`config.mk`:
```
export PLATFORM = sky130hd
export DESIGN_NAME = cap_board_encoder_flat
export DESIGN_NICKNAME = d
export VERILOG_FILES = /design/src/rtl/cap_board_encoder_if.sv /design/src/rtl/cap_board_encoder.sv /design/src/flat_wrapper.sv
export SDC_FILE = /design/constraint.sdc
export NUM_CORES = 1
export LEC_CHECK = 0
export CORE_ASPECT_RATIO = 1.4
export CORE_UTILIZATION = 30
export CTS_BUF_LIST = sky130_fd_sc_hd__clkbuf_8
export DETAILED_ROUTE_END_ITERATION = 7
export REMOVE_ABC_BUFFERS = 1
export SYNTH_ARGS = -nofsm -noshare
export SYNTH_HDL_FRONTEND = slang
export SYNTH_SLANG_ARGS = --single-unit
```
`constraint.sdc`:
```
create_clock -name clk -period 6.2 [get_ports clk]
set_clock_uncertainty 0.2 [all_clocks]
set_input_delay 0.62 -clock clk [delete_from_list [all_inputs] [get_ports clk]]
set_output_delay 0.62 -clock clk [all_outputs]
set_load 0.005 [all_outputs]
```
`src/rtl/cap_board_encoder_if.sv`:
```
// Request handshake and cap-board code/strobe bus for cap_board_encoder.
// The encoder uses the slave modport; the requester uses the master modport.
interface cap_board_encoder_if;
    logic       req_valid;
    logic       req_ready;
    logic [6:0] req_ser;
    logic [6:0] req_par;
    logic [6:0] tuningCodeSer;
    logic [6:0] tuningCodePar;
    logic       enableSer;
    logic       enablePar;
    logic       busy;
    logic       done;

    modport master (
        output req_valid, req_ser, req_par,
        input  req_ready, tuningCodeSer, tuningCodePar, enableSer, enablePar, busy, done
    );

    modport slave (
        input  req_valid, req_ser, req_par,
        output req_ready, tuningCodeSer, tuningCodePar, enableSer, enablePar, busy, done
    );
endinterface

```
`src/rtl/cap_board_encoder.sv`:
```
// Drives serial/parallel cap-board tuning codes with setup/strobe/hold timing.
// Optional macro CAP_ENC_SLEW_EN: step each code by one LSB per transaction toward the target.
module cap_board_encoder #(
    parameter int SETUP_CYC  = 4,
    parameter int STROBE_CYC = 8,
    parameter int HOLD_CYC   = 4
) (
    input  logic                clk,
    input  logic                rst,
    cap_board_encoder_if.slave  bus,
    output logic [1:0]          o_dbg_state
);

    // Handshake: a request is taken on a rising clk edge where req_valid and
    // req_ready are both high; req_valid while req_ready is low is dropped.
    typedef enum logic [1:0] {
        IDLE   = 2'd0,
        SETUP  = 2'd1,
        STROBE = 2'd2,
        HOLD   = 2'd3
    } state_t;

    // Counter reload values; a zero-cycle parameter still lasts one cycle.
    localparam logic [7:0] SETUP_LD  = (SETUP_CYC  == 0) ? 8'd0 : 8'(SETUP_CYC  - 1);
    localparam logic [7:0] STROBE_LD = (STROBE_CYC == 0) ? 8'd0 : 8'(STROBE_CYC - 1);
    localparam logic [7:0] HOLD_LD   = (HOLD_CYC   == 0) ? 8'd0 : 8'(HOLD_CYC   - 1);

    state_t     r_state,    w_state;
    logic [7:0] r_cnt,      w_cnt;
    logic       r_pend,     w_pend;
    logic [6:0] r_tgt_ser,  w_tgt_ser;
    logic [6:0] r_tgt_par,  w_tgt_par;
    logic [6:0] r_code_ser, w_code_ser;
    logic [6:0] r_code_par, w_code_par;
    logic       r_chg_ser,  w_chg_ser;
    logic       r_chg_par,  w_chg_par;
    logic       r_en_ser,   w_en_ser;
    logic       r_en_par,   w_en_par;
    logic       r_busy,     w_busy;
    logic       r_done,     w_done;
    logic       r_ready,    w_ready;

    logic [6:0] w_nxt_ser;
    logic [6:0] w_nxt_par;
    logic       w_more;

    always_comb begin
`ifdef CAP_ENC_SLEW_EN
        w_nxt_ser = (r_tgt_ser > r_code_ser) ? r_code_ser + 7'd1 :
                    (r_tgt_ser < r_code_ser) ? r_code_ser - 7'd1 : r_code_ser;
        w_nxt_par = (r_tgt_par > r_code_par) ? r_code_par + 7'd1 :
                    (r_tgt_par < r_code_par) ? r_code_par - 7'd1 : r_code_par;
        w_more    = (r_code_ser != r_tgt_ser) || (r_code_par != r_tgt_par);
`else
        w_nxt_ser = r_tgt_ser;
        w_nxt_par = r_tgt_par;
        w_more    = 1'b0;
`endif
    end

    always_comb begin
        w_state    = r_state;
        w_cnt      = r_cnt;
        w_pend     = r_pend;
        w_tgt_ser  = r_tgt_ser;
        w_tgt_par  = r_tgt_par;
        w_code_ser = r_code_ser;
        w_code_par = r_code_par;
        w_chg_ser  = r_chg_ser;
        w_chg_par  = r_chg_par;
        w_en_ser   = r_en_ser;
        w_en_par   = r_en_par;
        w_busy     = r_busy;
        w_done     = 1'b0;
        w_ready    = r_ready;

        case (r_state)
            IDLE: begin
                // r_pend marks the evaluation cycle that follows a handshake
                // or a finished slew step: load a step or report completion.
                if (r_pend) begin
                    w_pend = 1'b0;
                    if ((w_nxt_ser != r_code_ser) || (w_nxt_par != r_code_par)) begin
                        w_code_ser = w_nxt_ser;
                        w_code_par = w_nxt_par;
                        w_chg_ser  = (w_nxt_ser != r_code_ser);
                        w_chg_par  = (w_nxt_par != r_code_par);
                        w_state    = SETUP;
                        w_cnt      = SETUP_LD;
                        w_busy     = 1'b1;
                    end else begin
                        w_done  = 1'b1;
                        w_ready = 1'b1;
                    end
                end else if (bus.req_valid && r_ready) begin
                    w_tgt_ser = bus.req_ser;
                    w_tgt_par = bus.req_par;
                    w_pend    = 1'b1;
                    w_ready   = 1'b0;
                end
            end
            SETUP: begin
                if (r_cnt == 8'd0) begin
                    w_state  = STROBE;
                    w_cnt    = STROBE_LD;
                    w_en_ser = r_chg_ser;
                    w_en_par = r_chg_par;
                end else begin
                    w_cnt = r_cnt - 8'd1;
                end
            end
            STROBE: begin
                if (r_cnt == 8'd0) begin
                    w_state  = HOLD;
                    w_cnt    = HOLD_LD;
                    w_en_ser = 1'b0;
                    w_en_par = 1'b0;
                end else begin
                    w_cnt = r_cnt - 8'd1;
                end
            end
            HOLD: begin
                if (r_cnt == 8'd0) begin
                    w_state = IDLE;
                    w_busy  = 1'b0;
                    if (w_more) begin
                        w_pend = 1'b1;
                    end else begin
                        w_done  = 1'b1;
                        w_ready = 1'b1;
                    end
                end else begin
                    w_cnt = r_cnt - 8'd1;
                end
            end
            default: begin
                w_state  = IDLE;
                w_en_ser = 1'b0;
                w_en_par = 1'b0;
                w_busy   = 1'b0;
                w_ready  = 1'b1;
            end
        endcase
    end

    always_ff @(posedge clk or posedge rst) begin
        if (rst) begin
            r_state    <= IDLE;
            r_cnt      <= 8'd0;
            r_pend     <= 1'b0;
            r_tgt_ser  <= 7'd0;
            r_tgt_par  <= 7'd0;
            r_code_ser <= 7'd0;
            r_code_par <= 7'd0;
            r_chg_ser  <= 1'b0;
            r_chg_par  <= 1'b0;
            r_en_ser   <= 1'b0;
            r_en_par   <= 1'b0;
            r_busy     <= 1'b0;
            r_done     <= 1'b0;
            r_ready    <= 1'b1;
        end else begin
            r_state    <= w_state;
            r_cnt      <= w_cnt;
            r_pend     <= w_pend;
            r_tgt_ser  <= w_tgt_ser;
            r_tgt_par  <= w_tgt_par;
            r_code_ser <= w_code_ser;
            r_code_par <= w_code_par;
            r_chg_ser  <= w_chg_ser;
            r_chg_par  <= w_chg_par;
            r_en_ser   <= w_en_ser;
            r_en_par   <= w_en_par;
            r_busy     <= w_busy;
            r_done     <= w_done;
            r_ready    <= w_ready;
        end
    end

    assign bus.req_ready     = r_ready;
    assign bus.tuningCodeSer = r_code_ser;
    assign bus.tuningCodePar = r_code_par;
    assign bus.enableSer     = r_en_ser;
    assign bus.enablePar     = r_en_par;
    assign bus.busy          = r_busy;
    assign bus.done          = r_done;
    assign o_dbg_state       = r_state;

endmodule

```
`src/flat_wrapper.sv`:
```
// flat-port wrapper written by rule: the top's interface ports become plain ports
module cap_board_encoder_flat 
#(
    parameter int SETUP_CYC  = 4,
    parameter int STROBE_CYC = 8,
    parameter int HOLD_CYC   = 4
)
  (clk, rst, o_dbg_state, bus_req_valid, bus_req_ser, bus_req_par, bus_req_ready, bus_tuningCodeSer, bus_tuningCodePar, bus_enableSer, bus_enablePar, bus_busy, bus_done);
  cap_board_encoder_if bus_i ();
  input  logic clk;
  input  logic rst;
  output logic [1:0] o_dbg_state;
  input wire logic [$bits(bus_i.req_valid)-1:0] bus_req_valid;
  input wire logic [$bits(bus_i.req_ser)-1:0] bus_req_ser;
  input wire logic [$bits(bus_i.req_par)-1:0] bus_req_par;
  output wire logic [$bits(bus_i.req_ready)-1:0] bus_req_ready;
  output wire logic [$bits(bus_i.tuningCodeSer)-1:0] bus_tuningCodeSer;
  output wire logic [$bits(bus_i.tuningCodePar)-1:0] bus_tuningCodePar;
  output wire logic [$bits(bus_i.enableSer)-1:0] bus_enableSer;
  output wire logic [$bits(bus_i.enablePar)-1:0] bus_enablePar;
  output wire logic [$bits(bus_i.busy)-1:0] bus_busy;
  output wire logic [$bits(bus_i.done)-1:0] bus_done;
  assign bus_i.req_valid = bus_req_valid;
  assign bus_i.req_ser = bus_req_ser;
  assign bus_i.req_par = bus_req_par;
  assign bus_req_ready = bus_i.req_ready;
  assign bus_tuningCodeSer = bus_i.tuningCodeSer;
  assign bus_tuningCodePar = bus_i.tuningCodePar;
  assign bus_enableSer = bus_i.enableSer;
  assign bus_enablePar = bus_i.enablePar;
  assign bus_busy = bus_i.busy;
  assign bus_done = bus_i.done;
  cap_board_encoder #(.SETUP_CYC(SETUP_CYC), .STROBE_CYC(STROBE_CYC), .HOLD_CYC(HOLD_CYC)) u_core (.clk(clk), .rst(rst), .bus(bus_i), .o_dbg_state(o_dbg_state));
endmodule
```
Word-level counts from Yosys, hierarchy flattened
Cells that the tools add are included.

storage, ports and cells
  register bits after elaboration = 46
  input port bits = 17
  output and inout bits = 21

cells by class
  $add $sub $neg = 1
  equal/unequal tests = 13
  multiplexer cells = 31
  bitwise operators = 1
  reduce and logical (&&, ||, !) cells = 13

operator list
  kind                                                                      count
  8-bit two-way mux                                                         5
  8-bit case mux with 4 select lines                                        1
  1-bit two-way mux                                                         14
  7-bit inequality test                                                     2
  3-bit AND reduction                                                       4
  2-bit two-way mux                                                         5
  2-bit by 1-bit inequality test with 1-bit output (second input constant)  5
  1-bit case mux with 2 select lines                                        5
  8-bit zero test                                                           1
  2-bit case mux with 4 select lines                                        1
  4-bit AND reduction                                                       2
  8-bit by 1-bit subtractor with 8-bit output (second input constant)       1
  5-bit AND reduction                                                       1
  2-bit == test (second input constant)                                     2
  2-bit nonzero test                                                        2
  3-bit by 1-bit inequality test with 1-bit output (second input constant)  1
  3-bit inequality test (second input constant)                             1
  2-bit by 1-bit == test with 1-bit output (second input constant)          1
  2-bit zero test                                                           1
  2-bit inequality test (second input constant)                             1
  1-bit logical AND                                                         1
  1-bit logical OR                                                          1
  1-bit inverter                                                            1

Logic depth before layout (Yosys ltp)
Gate-level depths: netlist of the first run.

  depth after elaboration = 5
  gate-level depth with buffers = 9

Worst setup path after synthesis of the first run
No wires, ideal clock.

  path kind = flip-flop to flip-flop
  start point = register u_core.r_cnt[0]
  end point = register u_core.r_state[1], in the netlist u_core.o_dbg_state[1]
  arrival time = 2.003 ns
  required time = 5.875 ns
  setup slack = 3.872 ns
  cell stages (with the launch flop) = 9
  buffers on the path = 1
  clock period less this slack = 2.328 ns
  path through = dfrtp_1 inv_1 ha_1 or3b_1 buf_2 nor4_2 nor2_1 a21oi_1 mux2_2

between the ends
  cells in the longest elaborated chain, start to end = 3

RTL lines
  item                                                               RTL line                                                                      RTL
  start, declared                                                    cap_board_encoder.sv:29                                                       logic [7:0] r_cnt, w_cnt;
  start signal, assigned                                             cap_board_encoder.sv:164                                                      r_cnt <= w_cnt;
  8-bit zero test *                                                  cap_board_encoder.sv:103, cap_board_encoder.sv:113, cap_board_encoder.sv:123
  2-bit by 1-bit inequality test with 1-bit output (no source line)  --
  5-bit AND reduction (no source line) *                             --
  end signal, assigned                                               cap_board_encoder.sv:163                                                      r_state <= w_state;
  end, declared                                                      cap_board_encoder.sv:28                                                       state_t r_state, w_state;

Every way passes the cells marked *; elsewhere a longest branch is shown, timed or not.
A chain may end at the register's enable or synchronous reset.

Worst setup path after layout of the first run
  start point = register u_core.r_state[0], in the netlist u_core.o_dbg_state[0]
  end point = register u_core.r_code_par[3], in the netlist u_core.bus.tuningCodePar[3]

between the ends
  cells in the longest elaborated chain, start to end = 2

RTL lines
  item                                  RTL line                  RTL
  2-bit zero test                       cap_board_encoder.sv:77   case (r_state)
  3-bit AND reduction (no source line)  --
  end signal, assigned                  cap_board_encoder.sv:169  r_code_par <= w_code_par;
  end, declared                         cap_board_encoder.sv:34   logic [6:0] r_code_par, w_code_par;

No other way between the ends.

==> out/results.ini, run 1 <==
[outcome]
outcome = completed

[yosys]
synth_top_area_share_pct = 50.99
yosys.area.top_type = dfrtp_1
syn_area_per_cell_sq_um = 11.81
ys_seq_area_share_pct = 52.18
ys.flop_type = dfrtp_1
synth_area_leaders = dfrtp_1 (51%), mux2_2 (15%), xnor2_1 (6.3%)
synth-async-reset-ratio_pct = 100.0
netlist_area_sq_um = 2208
yosysWarnings = 0
syn_inst = 187
synth_cell_type_count = 37
ys_seq_elements = 46
synth_edf_count = 0

[power_and_ir_drop]
p_sw_w = 0.0005242
p_seq_share_pct = 38.4
power.density_nw_per_um2 = 535.2
ir_drop_uv = 204.1
clockPowerShare_pct = 15.4
internal_power_w = 0.0009670
p_sw_share_pct = 35.15
power_leakage_nw = 1.144
combPwrFrac_pct = 46.2

[detailed_routing]
post_drt_wl_per_cell_um = 13.39
drt_iter0_markers = 43
vias = 1512
final_antenna_net_count = 0
via_per_inst = 4.740
firstDrtPassIters = 4
drcViolationCount = 0
wirelength_um = 4270

[clocking]
cts_resized = 0
clkLatencyLatePin_ps = 300
clk_pin_slew_ps = 90
cts_sinks = 46
ctsHtreeMaxLevel = 2
cts_setup_buffers = 0
cts-root-buf = clkbuf_8
tritoncts = built
cts_buffer_depth = 2
cts_buffers = 5
hold_buffers = 0

[worst_setup_path]
cp_max_fo = 17
cp.arrival_ps = 2740
cp.required_ps = 6180
cp-end-kind = flop
startpoint_type = flop
criticalPathCategory = flop to flop

[finish]
drive_above_1_share_pct = 19.64
num_antenna_cells = 0
area_delta_synth_final_pct = 26.18
nets = 246
postLayoutCoreUtil_pct = 39.65

[global_route]
gr-usage-met1_pct = 16.50
grt_pass1_vias = 1503
busiest_layer = met2
grt.overflow.total = 0
grt_max_degree = 47
grt_util_met2_pct = 19.11
met3_usage_pct = 2.821
grt_usage_pct = 12.47
grt_pass1_wl_um = 7410
grt_antenna_before_repair = 0

[timing]
drv_slew = 0
finalHoldViolations = 0
setup_viol_count_final = 0
fmax_ghz = 0.3632
tightest_slew_ps = 832.4
finalCritPeriodShare_pct = 44.41
final.min_clock_period_ps = 2753
relSlewSlack_pct = 44.34
tns_ps = 0
rsz0062_at_grt = no

[floorplan]
start_util_pct = 31.43
io_pins = 38
die_x_um = 74.51
rows = 36
die_area_sq_um = 7713
core_region_area_sq_um = 7027
die_h_um = 103.5

[job]
maxCapViolations = 0

[placed_design]
dpl.hpwl_um = 3034
port_buffers = 37
gp_congestion = 0.7322

[hold_path]
min_path_type = flop to flop

[cell families (layout without fill, tap and decap cells)]
| family | after synthesis | in the layout | share of synthesized area, % |
|---|---|---|---|
| flip-flops | 46 | 46 | 52.18 |
| AND/OR/NAND/NOR | 39 | 39 | 9.689 |
| multiplexers | 32 | 32 | 16.20 |
| AO/OA/AOI/OAI | 30 | 30 | 9.292 |
| buffers and inverters | 19 | 56 | 3.456 |
| XOR/XNOR | 16 | 16 | 6.345 |
| adder cells (fa/ha/maj) | 5 | 5 | 2.833 |
[critical path: stages (launching register included)]
cell     delay [ps]
dfrtp_1         430
inv_1           100
ha_1            500
nand2_1         190
nor2_1          560
buf_4           300
mux2_2          350
[final timing paths]
path                                                                 to                               from  depth (start not counted)  slack, ps
worst max register to register  u_core.bus.tuningCodePar[3]$_DFFE_PP0P_  u_core.o_dbg_state[0]$_DFFE_PP0P_                          6       3450
max in group asynchronous               u_core.r_tgt_par[6]$_DFFE_PP0P_                                rst                          3       4840
worst min register to register         u_core.bus.enablePar$_DFFE_PP0P_   u_core.bus.enablePar$_DFFE_PP0P_                          2        310
worst max-delay path            u_core.bus.tuningCodePar[3]$_DFFE_PP0P_  u_core.o_dbg_state[0]$_DFFE_PP0P_                          6       3450
min in group asynchronous       u_core.bus.tuningCodePar[2]$_DFFE_PP0P_                                rst                          3        570
worst min-delay path                   u_core.bus.enablePar$_DFFE_PP0P_   u_core.bus.enablePar$_DFFE_PP0P_                          2        310
[sequential cells by signal, indices dropped and copies added (netlist names)]
signal and cells:
u_core.r_chg_ser 1, u_core.bus.enablePar 1, u_core.bus.busy 1, u_core.o_dbg_state 2, u_core.bus.tuningCodeSer 7, u_core.r_cnt 8, u_core.bus.tuningCodePar 7, u_core.r_chg_par 1
u_core.r_tgt_ser 7, u_core.r_pend 1, u_core.bus.done 1, u_core.bus.req_ready 1, u_core.r_tgt_par 7, u_core.bus.enableSer 1
[cell type report]
cell class                      count  area, sq um
Multi-Input combinational cell    122        979.7
Tap cell                           95        118.9
Sequential cell                    46         1152
Clock inverter                      1        30.03
Clock buffer                        6        82.58
Timing Repair Buffer               39        385.4
Fill cell                         730         4240
Inverter                           10        37.54
[metal layers]
metal,share of wire (%),vias to the layer above
li1,-,731
met1,45,744
met2,49,31
met3,3.8,6
met4,1.6,0
met5,0,-
[synth_stat cells, types with 2 or more instances]
cell type,instances
dfrtp_1,45
mux2_2,30
xnor2_1,16
inv_1,10
nor2_1,10
a21oi_1,7
nand2_1,6
ha_1,5
o21ai_0,5
o2bb2ai_1,5
buf_2,4
clkbuf_1,4
nor3_1,4
nand3_1,3
nand4_1,3
o22ai_1,3
a22o_1,2
a31oi_1,2
mux2i_1,2
nor4_1,2
nor4bb_1,2
or2_2,2
[cells in the final DEF (no fill, tap or decap), types with 3 or more instances in the layout]
master,netlist,layout
a21oi_1,7,7
dfrtp_1,45,45
nor2_1,10,10
clkbuf_8,0,6
xnor2_1,16,16
nand4_1,3,3
o2bb2ai_1,5,5
nor3_1,4,4
nand2_1,6,6
ha_1,5,5
inv_1,10,9
o21ai_0,5,5
o22ai_1,3,3
mux2_2,30,30
nand3_1,3,3
clkdlybuf4s50_1,0,37
[power groups by stage]
stage | clock network, W | logic, W | registers (W)
after floorplan | 0 | 0.000468 | 0.000554
after global placement | 0 | 0.000689 | 0.000576
after detailed placement | 0 | 0.000696 | 0.000579
after CTS | 0.000236 | 0.000700 | 0.000573
after global routing | 0.000247 | 0.000768 | 0.000598
final | 0.000230 | 0.000689 | 0.000572
[stage by stage]
stage	hold WS [ps]	worst slack (ps)	power, W	cells	cell area [sq um]
2_1_floorplan	271.5	3757	0.001022	178	2170
3_3_place_gp	289.5	3427	0.001265	312	2674
3_5_place_dp	299.1	3426	0.001275	312	2674
4_1_cts	319.8	3431	0.001509	319	2786
5_1_grt	363.8	3155	0.001613	319	2786
6_report	311.9	3447	0.001491	319	2786
(Power assumes the default switching activity.)
==> run 2: changes to the inputs <==
clock period = 2.6 ns   (was 6.2 ns; I/O delays follow)
==> run 2 against run 1 <==
Effect of this change: flip-flop and latch count did not move; die area did not move; final cell count rose by 1.9%; hold slack got worse by 99 ps; clock-buffer cell count did not move; critical path depth rose by 1; global-route usage fell by 0.11 points; non-clock buffer count rose by 5; wire length rose by 1.1%; critical path type unchanged; largest cell class unchanged.
==> out/results.ini, run 2 (same netlist as run 1, synthesis figures left out) <==
[timing]
holdWs_ps = 213.4
fmax_ghz = 0.4096
final.min_clock_period_ps = 2441
finalCritPeriodShare_pct = 93.89
drv_slew = 0
rsz0062_at_grt = no
fin_ws_ps = 158.8
finalHoldViolations = 0
tns_ps = 0
setup_viol_count_final = 0
relSlewSlack_pct = 60.95
tightest_slew_ps = 585.8

[clocking]
cts_setup_buffers = 0
clkLatencyLatePin_ps = 300
cts_buffers = 5
cts_sinks = 46
tritoncts = built
clk_pin_slew_ps = 90
cts_buffer_depth = 2
hold_buffers = 0
cts_resized = 0
cts-root-buf = clkbuf_8
ctsHtreeMaxLevel = 2

[detailed_routing]
drcViolationCount = 0
post_drt_wl_per_cell_um = 13.29
drt_iter0_markers = 39
vias = 1551
via_per_inst = 4.772
final_antenna_net_count = 0
wirelength_um = 4319
firstDrtPassIters = 4

[worst_setup_path]
reg2reg_slack_ps = 160
cp_max_fo = 6
cp.arrival_ps = 2430
cp.required_ps = 2590
startpoint_type = flop
cp-end-kind = flop
criticalPathCategory = flop to flop

[finish]
drive_above_1_share_pct = 22.17
nets = 251
largest_reg_flops = 8
area_delta_synth_final_pct = 27.82
final_cell_mix = dfrtp_1 (45), clkdlybuf4s50_1 (37), mux2_2 (30), xnor2_1 (16), nor2_1 (10)
regMostFlops = u_core.r_cnt
num_antenna_cells = 0
final_cells = 325
layout.cells.most_common = dfrtp_1

[floorplan]
start_util_pct = 31.43
rows = 36
die_x_um = 74.51
die_area_sq_um = 7713
core_region_area_sq_um = 7027
io_pins = 38
die_h_um = 103.5

[global_route]
grt.overflow.total = 0
grt_pass1_wl_um = 7417
grt_max_degree = 47
grt_usage_pct = 12.36
grt_antenna_before_repair = 0
grt_pass1_vias = 1603

[power_and_ir_drop]
ir_drop_uv = 519.8
power.density_nw_per_um2 = 1260
power_leakage_nw = 1.161

[placed_design]
port_buffers = 37
placedCellCount = 317
gp_congestion = 0.7478
dpl.hpwl_um = 3061
place_ws_ps = 122.7

[hold_path]
min_path_type = input pin to async pin

[job]
maxCapViolations = 0

[outcome]
outcome = completed

## run 2: cell types whose count changed in the layout (fill, tap and decap cells not counted), sizes merged
cell	previous run	this run
buf	2	7
bufinv	1	0
clkinvlp	0	1
inv	9	10
## run 2: path summary, 6_finish.rpt
kind	to	start	depth (start not counted)
min in group clk	u_core.bus.enablePar$_DFFE_PP0P_	u_core.bus.enablePar$_DFFE_PP0P_	2
worst max register to register	u_core.o_dbg_state[1]$_DFFE_PP0P_	u_core.r_cnt[0]$_DFFE_PP0P_	7
worst max-delay path	u_core.o_dbg_state[1]$_DFFE_PP0P_	u_core.r_cnt[0]$_DFFE_PP0P_	7
max in group asynchronous	u_core.bus.done$_DFF_PP0_	rst	3
worst min-delay path	u_core.r_tgt_par[2]$_DFFE_PP0P_	rst	3
worst min register to register	u_core.bus.enablePar$_DFFE_PP0P_	u_core.bus.enablePar$_DFFE_PP0P_	2
## run 2: power breakdown
part | internal [W] | total (W) | leakage, nW | switching (W)
clock network | 0.000219 | 0.000475 | 0.0478 | 0.000256
logic | 0.000998 | 0.00172 | 0.550 | 0.000720
registers | 0.00105 | 0.00136 | 0.563 | 0.000310
## run 2: final cells by class
| type | count | area [sq um] |
|---|---|---|
| clock buffer | 6 | 82.58 |
| clock inverter | 2 | 16.27 |
| fill | 728 | 4204 |
| inverter | 10 | 37.54 |
| multi-input combinational | 122 | 992.2 |
| sequential | 46 | 1152 |
| tap | 95 | 118.9 |
| timing repair buffer | 44 | 422.9 |
## run 2: critical path, stage by stage (launching register included)
cell and delay [ps]:
dfrtp_1 420, inv_1 90, ha_1 180, or3b_1 470, nor4_4 330, nor2_1 110
a21oi_1 180, mux2_2 350
## run 2: per-stage QoR
step           utilization, %  power, W  instance area, sq um
2_1_floorplan               -  0.002438                  2170
3_5_place_dp            38.59  0.003089                  2711
6_report                40.17  0.003556                  2823
3_3_place_gp            38.59  0.003049                  2711
5_1_grt                 40.17  0.003849                  2823
4_1_cts                 39.99  0.003586                  2810
## run 2: layer usage
layer	up-vias	track usage (%)	share of wire (%)	wire, um
met3	8	3.113	4.3	184
met2	35	20.59	51	2196
met4	0	3.235	1.3	54
met5	-	0	0	0
met1	765	15.59	44	1884
li1	743	-	-	-
==> run 3: changes to the inputs <==
CTS_CLUSTER_DIAMETER = 40   (was default)
==> results of run 3 <==
No change in the layout: final DEF, timing and power equal those of run 2.
